$ cat config.mk
export PLATFORM = sky130hd
export DESIGN_NAME = exec_storage_unit
export DESIGN_NICKNAME = d
export VERILOG_FILES = /design/src/rtl/exec_storage_unit.sv
export SDC_FILE = /design/constraint.sdc
export NUM_CORES = 2
export LEC_CHECK = 0
export BUFFER_PORTS_ARGS = -buffer_cell sky130_fd_sc_hd__clkbuf_2
export CAP_MARGIN = 20
export CORE_AREA = 2 2 607 609
export CTS_CLUSTER_DIAMETER = 150
export DETAILED_ROUTE_END_ITERATION = 8
export DIE_AREA = 0 0 609 611
export PLACE_DENSITY = 0.44
export SETUP_SLACK_MARGIN = 0.2
export SLEW_MARGIN = 10
export SYNTH_ARGS = -nofsm -noshare
export SYNTH_HDL_FRONTEND = slang
export SYNTH_SLANG_ARGS = --single-unit
$ cat constraint.sdc
create_clock -name CLK -period 5.2 [get_ports CLK]
set_input_delay 0 -clock CLK [delete_from_list [all_inputs] [get_ports CLK]]
set_output_delay 0 -clock CLK [all_outputs]
set_load 0.05 [all_outputs]
$ cat src/rtl/exec_storage_unit.sv
// Execution and storage core: 8x8 register file, 8-bit ALU with zero flag,
// and a 256-byte data memory behind a multi-cycle busy-wait handshake.
module exec_storage_unit #(
    parameter int unsigned MEM_LATENCY = 5,
    parameter int unsigned MEM_DEPTH   = 256
) (
    input  logic       CLK,
    input  logic       RESET,
    input  logic [7:0] rf_wdata,
    input  logic [2:0] rf_waddr,
    input  logic [2:0] rf_raddr1,
    input  logic [2:0] rf_raddr2,
    input  logic       rf_we,
    output logic [7:0] rf_rdata1,
    output logic [7:0] rf_rdata2,
    input  logic [7:0] alu_a,
    input  logic [7:0] alu_b,
    input  logic [2:0] alu_op,
    output logic [7:0] alu_result,
    output logic       alu_zero,
    input  logic       mem_read,
    input  logic       mem_write,
    input  logic [7:0] mem_addr,
    input  logic [7:0] mem_wdata,
    output logic [7:0] mem_rdata,
    output logic       mem_busywait
);

    localparam int unsigned CNT_W = $clog2(MEM_LATENCY + 1) + 1;

    typedef enum logic [1:0] {StIdle, StBusy, StDone} mem_state_e;

    mem_state_e       r_state;
    mem_state_e       w_state_next;
    logic [CNT_W-1:0] r_cnt;
    logic [7:0]       r_regs [8];
    logic [7:0]       r_mem [MEM_DEPTH];
    logic [7:0]       r_rdata;
    logic             w_req;
    logic             w_busy;
    logic             w_complete;
    logic [7:0]       w_alu;
    logic [7:0]       w_shift;
    logic [15:0]      w_rol_full;
    logic [15:0]      w_ror_full;

    assign w_req      = mem_read | mem_write;
    // Access completes on the edge where the counter would reach MEM_LATENCY.
    assign w_complete = (r_state == StBusy) && w_req &&
                        ((32'(r_cnt) + 32'd1) >= MEM_LATENCY);

    // Memory FSM state register.
    always_ff @(posedge CLK) begin
        if (RESET) begin
            r_state <= StIdle;
        end else begin
            r_state <= w_state_next;
        end
    end

    // Memory FSM next-state logic; a dropped request aborts a busy access.
    always_comb begin
        w_state_next = r_state;
        unique case (r_state)
            StIdle:  if (w_req) w_state_next = StBusy;
            StBusy: begin
                if (!w_req) begin
                    w_state_next = StIdle;
                end else if (w_complete) begin
                    w_state_next = StDone;
                end
            end
            StDone:  w_state_next = w_req ? StBusy : StIdle;
            default: w_state_next = StIdle;
        endcase
    end

    // Memory FSM outputs: busy while a request waits in idle or an access runs.
    always_comb begin
        w_busy = 1'b0;
        unique case (r_state)
            StIdle:  w_busy = w_req;
            StBusy:  w_busy = 1'b1;
            StDone:  w_busy = 1'b0;
            default: w_busy = 1'b0;
        endcase
    end

    // Latency counter: starts at 1 on entry to busy, counts up while busy.
    always_ff @(posedge CLK) begin
        if (RESET) begin
            r_cnt <= '0;
        end else if (w_state_next == StBusy && r_state != StBusy) begin
            r_cnt <= CNT_W'(1);
        end else if (r_state == StBusy) begin
            r_cnt <= r_cnt + CNT_W'(1);
        end
    end

    // Data memory and read-data register; write wins when both are requested.
    always_ff @(posedge CLK) begin
        if (RESET) begin
            for (int i = 0; i < int'(MEM_DEPTH); i++) begin
                r_mem[i] <= '0;
            end
            r_rdata <= '0;
        end else if (w_complete) begin
            if (mem_write) begin
                r_mem[mem_addr] <= mem_wdata;
            end else begin
                r_rdata <= r_mem[mem_addr];
            end
        end
    end

    // Register file write; held off while busy so a load writes back once.
    always_ff @(posedge CLK) begin
        if (RESET) begin
            for (int i = 0; i < 8; i++) begin
                r_regs[i] <= '0;
            end
        end else if (rf_we && !w_busy) begin
            r_regs[rf_waddr] <= rf_wdata;
        end
    end

    assign rf_rdata1    = r_regs[rf_raddr1];
    assign rf_rdata2    = r_regs[rf_raddr2];
    assign mem_rdata    = r_rdata;
    assign mem_busywait = w_busy;

    // Rotates via a doubled word so the wrapped bits fall into the kept byte.
    assign w_rol_full = {alu_a, alu_a} << alu_b[2:0];
    assign w_ror_full = {alu_a, alu_a} >> alu_b[2:0];

    // Shift/rotate unit: type in alu_b[7:5], amount in alu_b[2:0].
    always_comb begin
        w_shift = '0;
        unique case (alu_b[7:5])
            3'b000, 3'b010: w_shift = alu_a << alu_b[2:0];
            3'b001:         w_shift = alu_a >> alu_b[2:0];
            3'b011:         w_shift = $signed(alu_a) >>> alu_b[2:0];
            3'b100:         w_shift = w_rol_full[15:8];
            3'b101:         w_shift = w_ror_full[7:0];
            default:        w_shift = '0;
        endcase
    end

    // ALU operation select; compare is an add of the pre-negated operand.
    always_comb begin
        w_alu = '0;
        unique case (alu_op)
            3'b000:         w_alu = alu_b;
            3'b001, 3'b111: w_alu = alu_a + alu_b;
            3'b010:         w_alu = alu_a & alu_b;
            3'b011:         w_alu = alu_a | alu_b;
            3'b100:         w_alu = w_shift;
            default:        w_alu = '0;
        endcase
    end

    assign alu_result = w_alu;
    assign alu_zero   = (w_alu == 8'h00);

endmodule

# == After elaboration in Yosys (flattened, before gate mapping) ==
# Memory sizes are Yosys's and may differ from the RTL's. A register that Yosys moved wholly into a read port is not among the register bits.
# Cells that the tools add are included.
# word_totals
regBits,6
latchBits,0
ramBits,2112
rom_bits,0
in_bits,57
wordCells,73
mem_count,2
# mem_list
memory,words,width,read_ports,rd_clocked_by_memory_dff,write_ports,line_no,text
r_mem,256,8,1,1,256,37,logic [7:0] r_mem [MEM_DEPTH];
r_regs,8,8,2,0,8,36,logic [7:0] r_regs [8];
# classes
addsub,3
mul,0
n_div,0
n_lt_le_gt_ge,1
eq_ne,14
n_shift,5
n_mux,25
n_bitwise,4
reduce_logical,16
# ops
cell,count
8-bit case mux with 5 select lines,2
8-bit two-way mux,3
8-bit OR reduction,2
16-bit by 3-bit left shift with 16-bit output,1
16-bit by 3-bit right shift with 8-bit output,1
1-bit two-way mux,14
3-bit by 2-bit equality test with 1-bit output (second input constant),4
3-bit equality test (second input constant),4
8-bit adder,1
8-bit AND,1
8-bit zero test,1
8-bit bitwise OR,1
8-bit by 3-bit left shift with 8-bit output,1
8-bit by 3-bit right shift with 8-bit output,1
8-bit by 3-bit >>> shifter with 8-bit output,1
3-bit by 1-bit equality test with 1-bit output (second input constant),2
3-bit zero test,2
2-bit two-way mux,3
2-bit case mux with 3 select lines,1
2-bit OR reduction,3
4-bit by 1-bit adder with 5-bit output (second input constant),1
5-bit by 3-bit greater-or-equal comparator with 1-bit output (second input constant),1
4-bit by 1-bit adder with 4-bit output (second input constant),1
2-bit by 1-bit equality test with 1-bit output (second input constant),2
other kinds (11),14

# == Longest topological paths before layout ==
# depth
ltp_word,9
ltp_mapped,13

# == Least setup slack after synthesis ==
# No wires, ideal clock.
# synth_path
path_kind,input to output
from,in alu_b[2]
to,out alu_zero
arrival_ns,4.031
required_ns,5.200
slack_ns,1.169
cell_stages,10
cell_sequence,clkbuf_1 clkinv_1 ha_1 a21o_1 a21o_1 xnor2_1 o22ai_1 or3_1 or3b_1 nor4b_1
# synth_between
elab_chain_cells,4
word_cells_on_any_way,11
# synth_rtl
element,line_no,text
start: declaration,17,"input logic [7:0] alu_b,"
branches (longest 2 deep; another with 8-bit adder),-,
8-bit case mux with 5 select lines *,152,unique case (alu_op)
named net alu_result[4],19,"output logic [7:0] alu_result,"
8-bit zero test *,163,assign alu_zero = (w_alu == 8'h00);
end: declaration,20,"output logic alu_zero,"
# Mark *: on every way through the listed nets, which the timed path passes.

==> metrics.csv <==
metric;value;unit
netlist_area;101800;um2
synth_flop_cell;edfxtp_1;
async_flop_share;0;
status;completed;
grt_pass1_vias;62389;
antenna_found_initial;20;
grt_pass1_wl;505200;um
avgSynthCellArea;14.63;um2
final_cells;11651;
holdPathStages;5;
arrival;4350;ps
cts_made_buffers;245;
slew_headroom;0.2052;
r2r-end;r_mem[85][5]$_SDFFCE_PN0P_;
worstHoldStart;rf_we;
clkLatencyLatePin;940;ps
num_vias;63186;
cts.root.buffer_cell;clkbuf_16;
slew_violations;0;
yosys.area.top_type_share;0.6227;
port_buffers;90;
p_leak;47.94;nW
fmax;0.2619;GHz
hold_ws;46.94;ps
synth_edf_count;2112;
fin_tns_setup;0;ps
ir_drop;0.0002682;V
die-area;372100;um2
path_max_fanout;130;
reg2reg_depth;10;
tightest_slew;1192;ps
antenna_left;0;
powerDensity;342.0;nW/um2
areaGrowthSynthToFinish;12.94;%
reg2reg_from;r_cnt[1]$_SDFFE_PP0P_;
p_total;39.34;mW
place_area;107300;um2
dp_hpwl;222000;um
synth_cell_types;81;
rows;222;
final_cell_mix;edfxtp_1 (2112), and3_1 (2058), mux4_2 (551);
die_h;611;um
final.setup_skew;86.06;ps
fin_util;0.3152;
drtPass1Iterations;6;
finalHoldViolations;0;
cts_tree;built;
synth-warning-count;0;
min_to;r_regs[7][2]$_SDFFCE_PN0P_;
h-tree-depth;4;
start_util;0.2790;
mostFrequentLayoutCell;edfxtp_1;
stdcell_area;115000;um2
yosysTopAreaCell;edfxtp_1;
clk_path_buf_depth;4;
ys_ff_latch;2126;
cap_viol_max_count;0;
core_area;365000;um2
finalCritPeriodShare;0.7343;
track_usage;0.1876;
yosysSeqAreaShare;0.6255;
drt-total-wl;358000;um
ff2ff_setup_slack;1380;ps
gr-total-overflow;0;
place_ws;1217;ps
rsz0062_at_grt;no;
globalplace.congestion;0.8481;
drive_gt1_frac;0.1916;
ys_top_cells_by_area;edfxtp_1 (62%), and3_1 (13%), mux4_2 (12%), clkbuf_1 (2.4%), a21o_1 (1.9%);
layout_setup_ws;1381;ps
via_per_inst;5.423;
cts.sinks;2126;
synth_cells;6960;
crit_path_end_kind;register;
route.detailed.wl_per_inst;30.72;um
grt_max_degree;148;
placedCellCount;11166;
remaining_drc_errors;0;
min_period;3819;ps
crit_path_start_kind;register;
path_clk_slew;60;ps
min_path_type;in -> reg;
crit_required;5740;ps
path_class;reg -> reg;
cts_resized;0;
nets;6705;
syn-num-nets;7037;
io_pins;91;
drt-initial-drc-count;7215;
setup_viol;0;
die_w;609;um
[synthesized netlist by cell type, drive strengths merged, types with 5 or more instances]
cell,n
o211ai,15
a22oi,69
a31oi,14
or2,11
and2,73
o21ai,46
mux4,551
buf,294
mux2,29
edfxtp,2112
nand3b,6
o22ai,43
inv,30
dfxtp,14
nor2b,18
ha,19
a32o,8
a221oi,19
nand2,121
nand2b,17
clkbuf,665
nor3,28
a311oi,8
a21oi,55
nand3,39
and3,2064
o22a,7
a21o,263
nor2,85
a32oi,5
o2111ai,5
o221ai,9
nor4,9
a22o,14
mux2i,96
nand4,18
a211oi,13
[state kept, by name (all words and copies together) (netlist names)]
| signal | flops |
|---|---|
| mem_rdata | 8 |
| r_cnt | 4 |
| r_mem | 2048 |
| r_regs | 64 |
| r_state | 2 |
[worst max path at each step]
stage                                 end  cells past startpoint                  start  slack (ps)
6_report       r_mem[85][5]$_SDFFCE_PN0P_                     10  r_cnt[1]$_SDFFE_PP0P_        1380
2_1_floorplan                    alu_zero                     10               alu_b[2]        1170
4_1_cts        r_mem[73][6]$_SDFFCE_PN0P_                     10  r_cnt[1]$_SDFFE_PP0P_        1430
3_3_place_gp    mem_rdata[7]$_SDFFE_PP0P_                      9            mem_addr[0]        1170
5_1_grt        r_mem[84][0]$_SDFFCE_PN0P_                     10  r_cnt[1]$_SDFFE_PP0P_        1170
3_5_place_dp    mem_rdata[7]$_SDFFE_PP0P_                      9            mem_addr[0]        1220
[where the power goes]
group	total, mW	internal [mW]	leakage, nW	switching (mW)
Sequential	19.6	19.4	21.9	0.214
Clock	16.4	9.34	3.60	7.11
Combinational	3.32	1.03	22.4	2.29
[cell type report]
| type | count | area (um2) |
|---|---|---|
| fillers | 35624 | 250000 |
| diodes | 19 | 47.55 |
| clock buffers | 304 | 6374 |
| clock inverters | 131 | 1015 |
| flip-flops and latches | 2126 | 63700 |
| repair buffers | 380 | 3686 |
| multi-input cells | 3844 | 34060 |
| inverters | 31 | 121.4 |
| well taps | 4816 | 6026 |
[kinds of logic (layout without fill, tap and decap cells)]
family,count (synthesis),count (layout),share of synthesized area
AOI/OAI and AO/OA,631,631,0.04496
adders and majority gates,20,20,0.002531
buffers and inverters,990,846,0.04258
xor gates and xnor gates,7,7,0.0006020
DFF,2126,2126,0.6255
muxes,676,676,0.1345
and+or+nand+nor,2510,2510,0.1494
other,0,19,0
[routing by layer]
layer | global-route usage | routed length, um | vias to the layer above
li1 | - | - | 26734
met5 | 0 | 27 | -
met3 | 0.03019 | 23040 | 436
met4 | 0.04874 | 10060 | 4
met1 | 0.2672 | 158200 | 33623
met2 | 0.2967 | 166600 | 2389
[repair_timing]
action	in CTS	in global routing
buffers inserted	0	0
endpoints found under the hold margin	726	0
hold buffers	31	0
[critical path, cell delays in order (launching register included)]
cell and delay [ps]:
dfxtp_1 430, ha_1 270, and4b_1 230, o211ai_2 210, o211ai_1 220, nor3b_4 210, buf_4 360, nand2_1 400
nor2_4 260, buf_12 340, a21o_1 380
No activity file was read; power rests on OpenSTA's default activity.
